### src/rtl/multicycle_control_fsm.sv
// Multi-cycle FETCH/DECODE/EXEC/MEM/WB control sequencer for the RV64 integer datapath.
// Optional macro PERF_CNT_EN adds retired_cnt_o, a wrapping count of completed instructions.
module multicycle_control_fsm #(
  parameter int MEM_TIMEOUT = 15,
  parameter int CNT_W       = 8
) (
  input  logic        clk_i,
  input  logic        reset_i,
  input  logic        run_en_i,
  input  logic [6:0]  opcode_i,
  input  logic        mem_ready_i,
  output logic        pc_write_o,
  output logic        pc_write_cond_o,
  output logic        ir_write_o,
  output logic        mem_read_o,
  output logic        mem_write_o,
  output logic [1:0]  imm_sel_o,
  output logic        alu_src_o,
  output logic [1:0]  alu_op_o,
  output logic        reg_write_o,
  output logic        mem_to_reg_o,
  output logic        trap_o,
  output logic [2:0]  state_o
`ifdef PERF_CNT_EN
  ,
  output logic [31:0] retired_cnt_o
`endif
);

  typedef enum logic [2:0] {
    S_IDLE   = 3'd0,
    S_FETCH  = 3'd1,
    S_DECODE = 3'd2,
    S_EXEC   = 3'd3,
    S_MEM    = 3'd4,
    S_WB     = 3'd5,
    S_TRAP   = 3'd6
  } state_t;

  typedef enum logic [2:0] {
    C_R   = 3'd0,
    C_I   = 3'd1,
    C_LD  = 3'd2,
    C_ST  = 3'd3,
    C_SB  = 3'd4,
    C_ILL = 3'd5
  } cls_t;

  function automatic logic [1:0] imm_of(input cls_t c);
    case (c)
      C_I, C_LD: imm_of = 2'b00;
      C_ST:      imm_of = 2'b01;
      C_SB:      imm_of = 2'b11;
      default:   imm_of = 2'b10;
    endcase
  endfunction

  state_t           state_q, state_d;
  cls_t             cls_q, cls_d, cls_dec;
  logic [CNT_W-1:0] wait_q, wait_d;
  logic             timeout;
  logic             end_instr;

  logic             mem_read_q, mem_write_q, alu_src_q, pc_write_cond_q;
  logic             reg_write_q, mem_to_reg_q, trap_q;
  logic [1:0]       alu_op_q, imm_sel_q;
`ifdef PERF_CNT_EN
  logic [31:0]      retired_q;
`endif

  always_comb begin
    case (opcode_i)
      7'b0110011: cls_dec = C_R;
      7'b0010011: cls_dec = C_I;
      7'b0000011: cls_dec = C_LD;
      7'b0100011: cls_dec = C_ST;
      7'b1100011: cls_dec = C_SB;
      default:    cls_dec = C_ILL;
    endcase
  end

  always_comb begin
    state_d   = state_q;
    cls_d     = cls_q;
    end_instr = 1'b0;
    wait_d    = wait_q;
    // A ready arriving on the limit cycle still wins over the timeout.
    timeout   = (wait_q == CNT_W'(MEM_TIMEOUT)) && !mem_ready_i;

    unique case (state_q)
      S_IDLE: if (run_en_i) state_d = S_FETCH;
      S_FETCH: begin
        if (mem_ready_i)  state_d = S_DECODE;
        else if (timeout) state_d = S_TRAP;
      end
      S_DECODE: begin
        cls_d   = cls_dec;
        state_d = (cls_dec == C_ILL) ? S_TRAP : S_EXEC;
      end
      S_EXEC: begin
        case (cls_q)
          C_R, C_I:  state_d = S_WB;
          C_LD, C_ST: state_d = S_MEM;
          default:   end_instr = 1'b1;
        endcase
      end
      S_MEM: begin
        if (mem_ready_i) begin
          if (cls_q == C_LD) state_d = S_WB;
          else               end_instr = 1'b1;
        end else if (timeout) begin
          state_d = S_TRAP;
        end
      end
      S_WB:    end_instr = 1'b1;
      default: state_d = S_TRAP;
    endcase

    if (end_instr) state_d = run_en_i ? S_FETCH : S_IDLE;

    if ((state_d == S_FETCH && state_q != S_FETCH) ||
        (state_d == S_MEM && state_q != S_MEM)) begin
      wait_d = '0;
    end else if ((state_q == S_FETCH || state_q == S_MEM) && !mem_ready_i) begin
      wait_d = wait_q + CNT_W'(1);
    end
  end

  // Outputs are registered from the next state so they line up with state_q.
  always_ff @(posedge clk_i) begin
    if (reset_i) begin
      state_q         <= S_IDLE;
      cls_q           <= C_R;
      wait_q          <= '0;
      mem_read_q      <= 1'b0;
      mem_write_q     <= 1'b0;
      alu_src_q       <= 1'b0;
      alu_op_q        <= 2'b00;
      pc_write_cond_q <= 1'b0;
      reg_write_q     <= 1'b0;
      mem_to_reg_q    <= 1'b0;
      imm_sel_q       <= 2'b10;
      trap_q          <= 1'b0;
`ifdef PERF_CNT_EN
      retired_q       <= 32'd0;
`endif
    end else begin
      state_q         <= state_d;
      cls_q           <= cls_d;
      wait_q          <= wait_d;
      mem_read_q      <= (state_d == S_FETCH) || (state_d == S_MEM && cls_d == C_LD);
      mem_write_q     <= (state_d == S_MEM) && (cls_d == C_ST);
      alu_src_q       <= (state_d == S_EXEC) && (cls_d inside {C_I, C_LD, C_ST});
      pc_write_cond_q <= (state_d == S_EXEC) && (cls_d == C_SB);
      reg_write_q     <= (state_d == S_WB);
      mem_to_reg_q    <= (state_d == S_WB) && (cls_d == C_LD);
      trap_q          <= (state_d == S_TRAP);
      if (state_d == S_EXEC) begin
        case (cls_d)
          C_R, C_I: alu_op_q <= 2'b10;
          C_SB:     alu_op_q <= 2'b01;
          default:  alu_op_q <= 2'b00;
        endcase
      end else begin
        alu_op_q <= 2'b00;
      end
      if (state_d inside {S_EXEC, S_MEM, S_WB}) imm_sel_q <= imm_of(cls_d);
      else                                      imm_sel_q <= 2'b10;
`ifdef PERF_CNT_EN
      if (end_instr) retired_q <= retired_q + 32'd1;
`endif
    end
  end

  // In DECODE the class is not latched yet, so imm_sel comes straight from the opcode.
  assign imm_sel_o       = (state_q == S_DECODE) ? imm_of(cls_dec) : imm_sel_q;
  assign ir_write_o      = (state_q == S_FETCH) && mem_ready_i;
  assign pc_write_o      = (state_q == S_FETCH) && mem_ready_i;
  assign mem_read_o      = mem_read_q;
  assign mem_write_o     = mem_write_q;
  assign alu_src_o       = alu_src_q;
  assign alu_op_o        = alu_op_q;
  assign pc_write_cond_o = pc_write_cond_q;
  assign reg_write_o     = reg_write_q;
  assign mem_to_reg_o    = mem_to_reg_q;
  assign trap_o          = trap_q;
  assign state_o         = state_q;
`ifdef PERF_CNT_EN
  assign retired_cnt_o   = retired_q;
`endif

endmodule

### config.mk
export PLATFORM = sky130hd
export DESIGN_NAME = multicycle_control_fsm
export DESIGN_NICKNAME = d
export VERILOG_FILES = /design/src/rtl/multicycle_control_fsm.sv
export SDC_FILE = /design/constraint.sdc
export NUM_CORES = 1
export LEC_CHECK = 0
export ABC_AREA = 1
export CAP_MARGIN = 20
export CELL_PAD_IN_SITES_DETAIL_PLACEMENT = 2
export CELL_PAD_IN_SITES_GLOBAL_PLACEMENT = 2
export CORE_MARGIN = 8
export CORE_UTILIZATION = 27
export CTS_CLUSTER_DIAMETER = 40
export DETAILED_ROUTE_END_ITERATION = 6
export HOLD_SLACK_MARGIN = 0.06
export PLACE_DENSITY_LB_ADDON = 0.1
export REMOVE_ABC_BUFFERS = 1
export SLEW_MARGIN = 20
export SYNTH_ARGS = -nofsm -noshare
export SYNTH_HDL_FRONTEND = slang
export SYNTH_SLANG_ARGS = --single-unit
### constraint.sdc
create_clock -name clk_i -period 1.9 [get_ports clk_i]
set_input_delay 0.19 -clock clk_i [delete_from_list [all_inputs] [get_ports clk_i]]
set_output_delay 0.19 -clock clk_i [all_outputs]
set_load 0.02 [all_outputs]
==> summary by stage <==
Synth
The average footprint of a synthesized cell is 6.85 sq um. After synthesis the netlist holds a flip-flop and latch count of 25. The netlist uses 30 different library cells. The summed instance area of the synthesized netlist is 1290 sq um.

The instance count of the mapped netlist is 188. The number of enable flip-flop cells after synthesis is 0. Summed over all instances, the cell type with the most area after synthesis is dfxtp_1. Of the synthesized area, sequential elements account for 0.389. The dominant synthesized flop cell is dfxtp_1. Yosys attributes the largest share of cell area to dfxtp_1, nand2_1, nor2_1.

Of the post-synthesis cell area, the dominant cell type holds 0.389. The share of flip-flops with an asynchronous set or reset after synthesis is 0. The Yosys warning count is 0.

Floorplanning
The initial standard-cell utilization of the core is 0.276. The die area is 7230 sq um. Row generation in the floorplan step produced 25 rows. Pin placement for this block handled 27 I/O pins.

The die is 85.1 um wide. In this run the vertical extent of the chip is 85.1 um. The core box area is 4660 sq um.

Clock tree
In this run the clock root is driven by a clkbuf_8. For this design, the CTS-stage hold fixing added 0 buffers. The maximum buffer depth of the clock tree is 2. The CTS tree is done. The clock latency of the later-clocked register in the worst-skew pair is 0.27 ns. In this run the number of H-tree levels came out at 1.

The tree built by TritonCTS fans out to 25 sinks. The clock slew at the register clock pins of the worst setup and hold paths is 0.09 ns. After clock tree synthesis, the repair step resized 9 gates.

TritonCTS created 3 clock buffers. In this run the post-CTS setup repair buffer count came out at 0.

Final layout
The count of nets after finishing is 254. The total area of multi-input combinational cells is 713 sq um. In the final layout, the share of cells above drive strength 1 is 0.199. The antenna diode instance count is 0. The layout has 556 filler cells.

The finished cells cover 1870 sq um. The area growth from synthesis to layout is 45.4%. Across the whole layout, storage elements account for 504 sq um.

Timing
On the final layout, the worst hold slack is 0.559 ns. The worst setup margin is 0.131 ns. For the pin with the worst max-slew slack, the measured transition is 0.354 ns. In this run the tightest slew margin relative to its limit is 0.761.

The final number of max-transition violations came to 0. The worst path needs 1.77 ns of the cycle, external delays included. The final count of hold timing violations came to 0. The worst-case clock skew is 0.00230 ns.

Setup violations remaining at the end of the flow were counted as 0. The highest clock rate is 565 MHz. Dividing the final minimum period by the clock period gives 0.931.

Routing
The post-route DRC violation count is 0. The number of vias per cell after detailed routing is 4.75. The final route contains 1400 vias. The number of DRC markers in iteration 0 is 47. The detail route stage leaves a number of antenna-violating nets equal to 0. The detail-routed net length per standard cell is 16.1 um. The pre-antenna-repair detailed-routing pass consisted of 4 iterations.

Wires add up to 4750 um.

Worst setup path
The worst setup path is launched from a register. The largest individual stage delay along the critical path comes from the cell dfxtp_2. The required time at the worst-slack endpoint is 2.06 ns. Traced cell by cell, the critical path runs through ha_1, nand2_1, nor2_1, nand3_1, nand4_1, nand2_1, nor2_2, o21ai_0, or2_1. Across all register-to-register paths, the minimum setup slack is 0.13 ns.

The category of the critical setup timing path is register to register. In this run the worst path has a maximum fanout of 3. The maximum cell stage delay along the critical path is 0.37 ns.

STA classifies the critical path endpoint as a register. The arrival time reported for the critical path endpoint is 1.92 ns. By instance count, the cell type seen most on the critical path is nand2_1.

Place
The final weighted congestion of routability-driven global placement is 0.811. Once placement finished, the instance area stood at 1790 sq um. Before CTS, the worst setup slack after placement is -0.175 ns. The detailed placement HPWL is 3890 um. The number of I/O port buffers is 26.

Power
VDD sags by at most 0.000498 V. Dividing total power by cell area gives a power density of 1330 nW/um^2. Summed over all cells, the static leakage comes to 0.826 nW.

Flow run
The count of maximum capacitance violations is 0.

Outcome
The flow ran to the end, and the final reports show no timing, DRC or antenna violations.

Global route
The via count of the first global-routing pass came to 1648. After global routing the overflow that remains totals 0. The wire length of the first global-routing pass is 8050 um. In the global route stage, overall resource usage came out at 0.137.

The maximum number of pins on one net before global-route repair is 15. The initial antenna violation count is 0.

Worst hold path
The min-delay analysis places its worst path in the category register to register.
==> sequential cells by signal, indices dropped and copies added, names as in the netlist, 2 cells and up <==
| register | count |
|---|---|
| wait_q | 8 |
| imm_sel_q | 2 |
| cls_q | 3 |
| alu_op_o | 2 |
| state_o | 3 |
==> logic make-up (layout without fill, tap and decap cells) <==
group,Yosys count,count (layout),synth area share
fa+ha+maj,1,1,0.00972
buf+inv,28,81,0.0845
simple gates,114,114,0.404
mux,1,1,0.00777
compound gates,13,13,0.0641
xor+xnor,6,6,0.0408
flops,25,25,0.389
==> routing by layer <==
metal | vias to the layer above | track usage | wire [um]
met5 | - | 0 | 0
met4 | 0 | 0.0453 | 80
met3 | 10 | 0.0347 | 194
met2 | 20 | 0.251 | 2440
met1 | 667 | 0.148 | 2030
li1 | 703 | - | -
==> cell usage in the layout (no fill, tap or decap), types with 4 or more instances in the layout <==
cell type / n
a21oi_1: 4
buf_4: 25
clkdlybuf4s50_1: 22
dfxtp_1: 22
inv_1: 24
nand2_1: 40
nand3_1: 16
nand4_1: 6
nor2_1: 32
nor2_2: 4
nor3_1: 4
o21ai_0: 4
==> cells in the mapped netlist, types with 2 or more instances <==
master / number
o21ai_0: 5
dfxtp_1: 25
a21oi_1: 4
xnor2_1: 3
nand4_1: 6
xor2_1: 3
nand3_1: 17
inv_1: 25
nand2_1: 41
nor2_1: 35
nor2_2: 2
nor3_1: 4
==> layout make-up <==
type / instances / share of cell area
Multi-Input combinational cell: 135 / 0.381
Sequential cell: 25 / 0.269
Timing Repair Buffer: 51 / 0.237
Inverter: 26 / 0.0521
Tap cell: 54 / 0.0361
Clock buffer: 3 / 0.0221
Clock inverter: 1 / 0.00267
==> path summary, 6_finish.rpt <==
check,end,from,cells after the start
min reg2reg,wait_q[1],wait_q[1],2
max,imm_sel_q[1],wait_q[1],9
max reg2reg,imm_sel_q[1],wait_q[1],9
min,wait_q[1],wait_q[1],2
==> metrics by stage <==
| stage | total power [mW] | utilization | std cells | TNS [ns] |
|---|---|---|---|---|
| floorplan | 1.34 | - | 186 | 0 |
| global placement | 2.04 | 0.384 | 291 | -0.356 |
| detailed placement | 2.10 | 0.384 | 291 | -1.72 |
| CTS | 2.44 | 0.394 | 295 | 0 |
| global route | 2.70 | 0.402 | 295 | -0.00180 |
| finish | 2.49 | 0.402 | 295 | 0 |
==> critical path: cells and delay by family (launching register included) <==
family / cells / cell delay (ns)
flip-flops: 1 / 0.37
AND/OR/NAND/NOR: 7 / 0.97
adder cells (fa/ha/maj): 1 / 0.19
AO/OA/AOI/OAI: 1 / 0.12
==> report_power, final <==
group / switching, mW / internal, mW
combinational: 0.880 / 0.638
sequential: 0.0595 / 0.599
clock: 0.168 / 0.147
No activity file was read; power rests on OpenSTA's default activity.
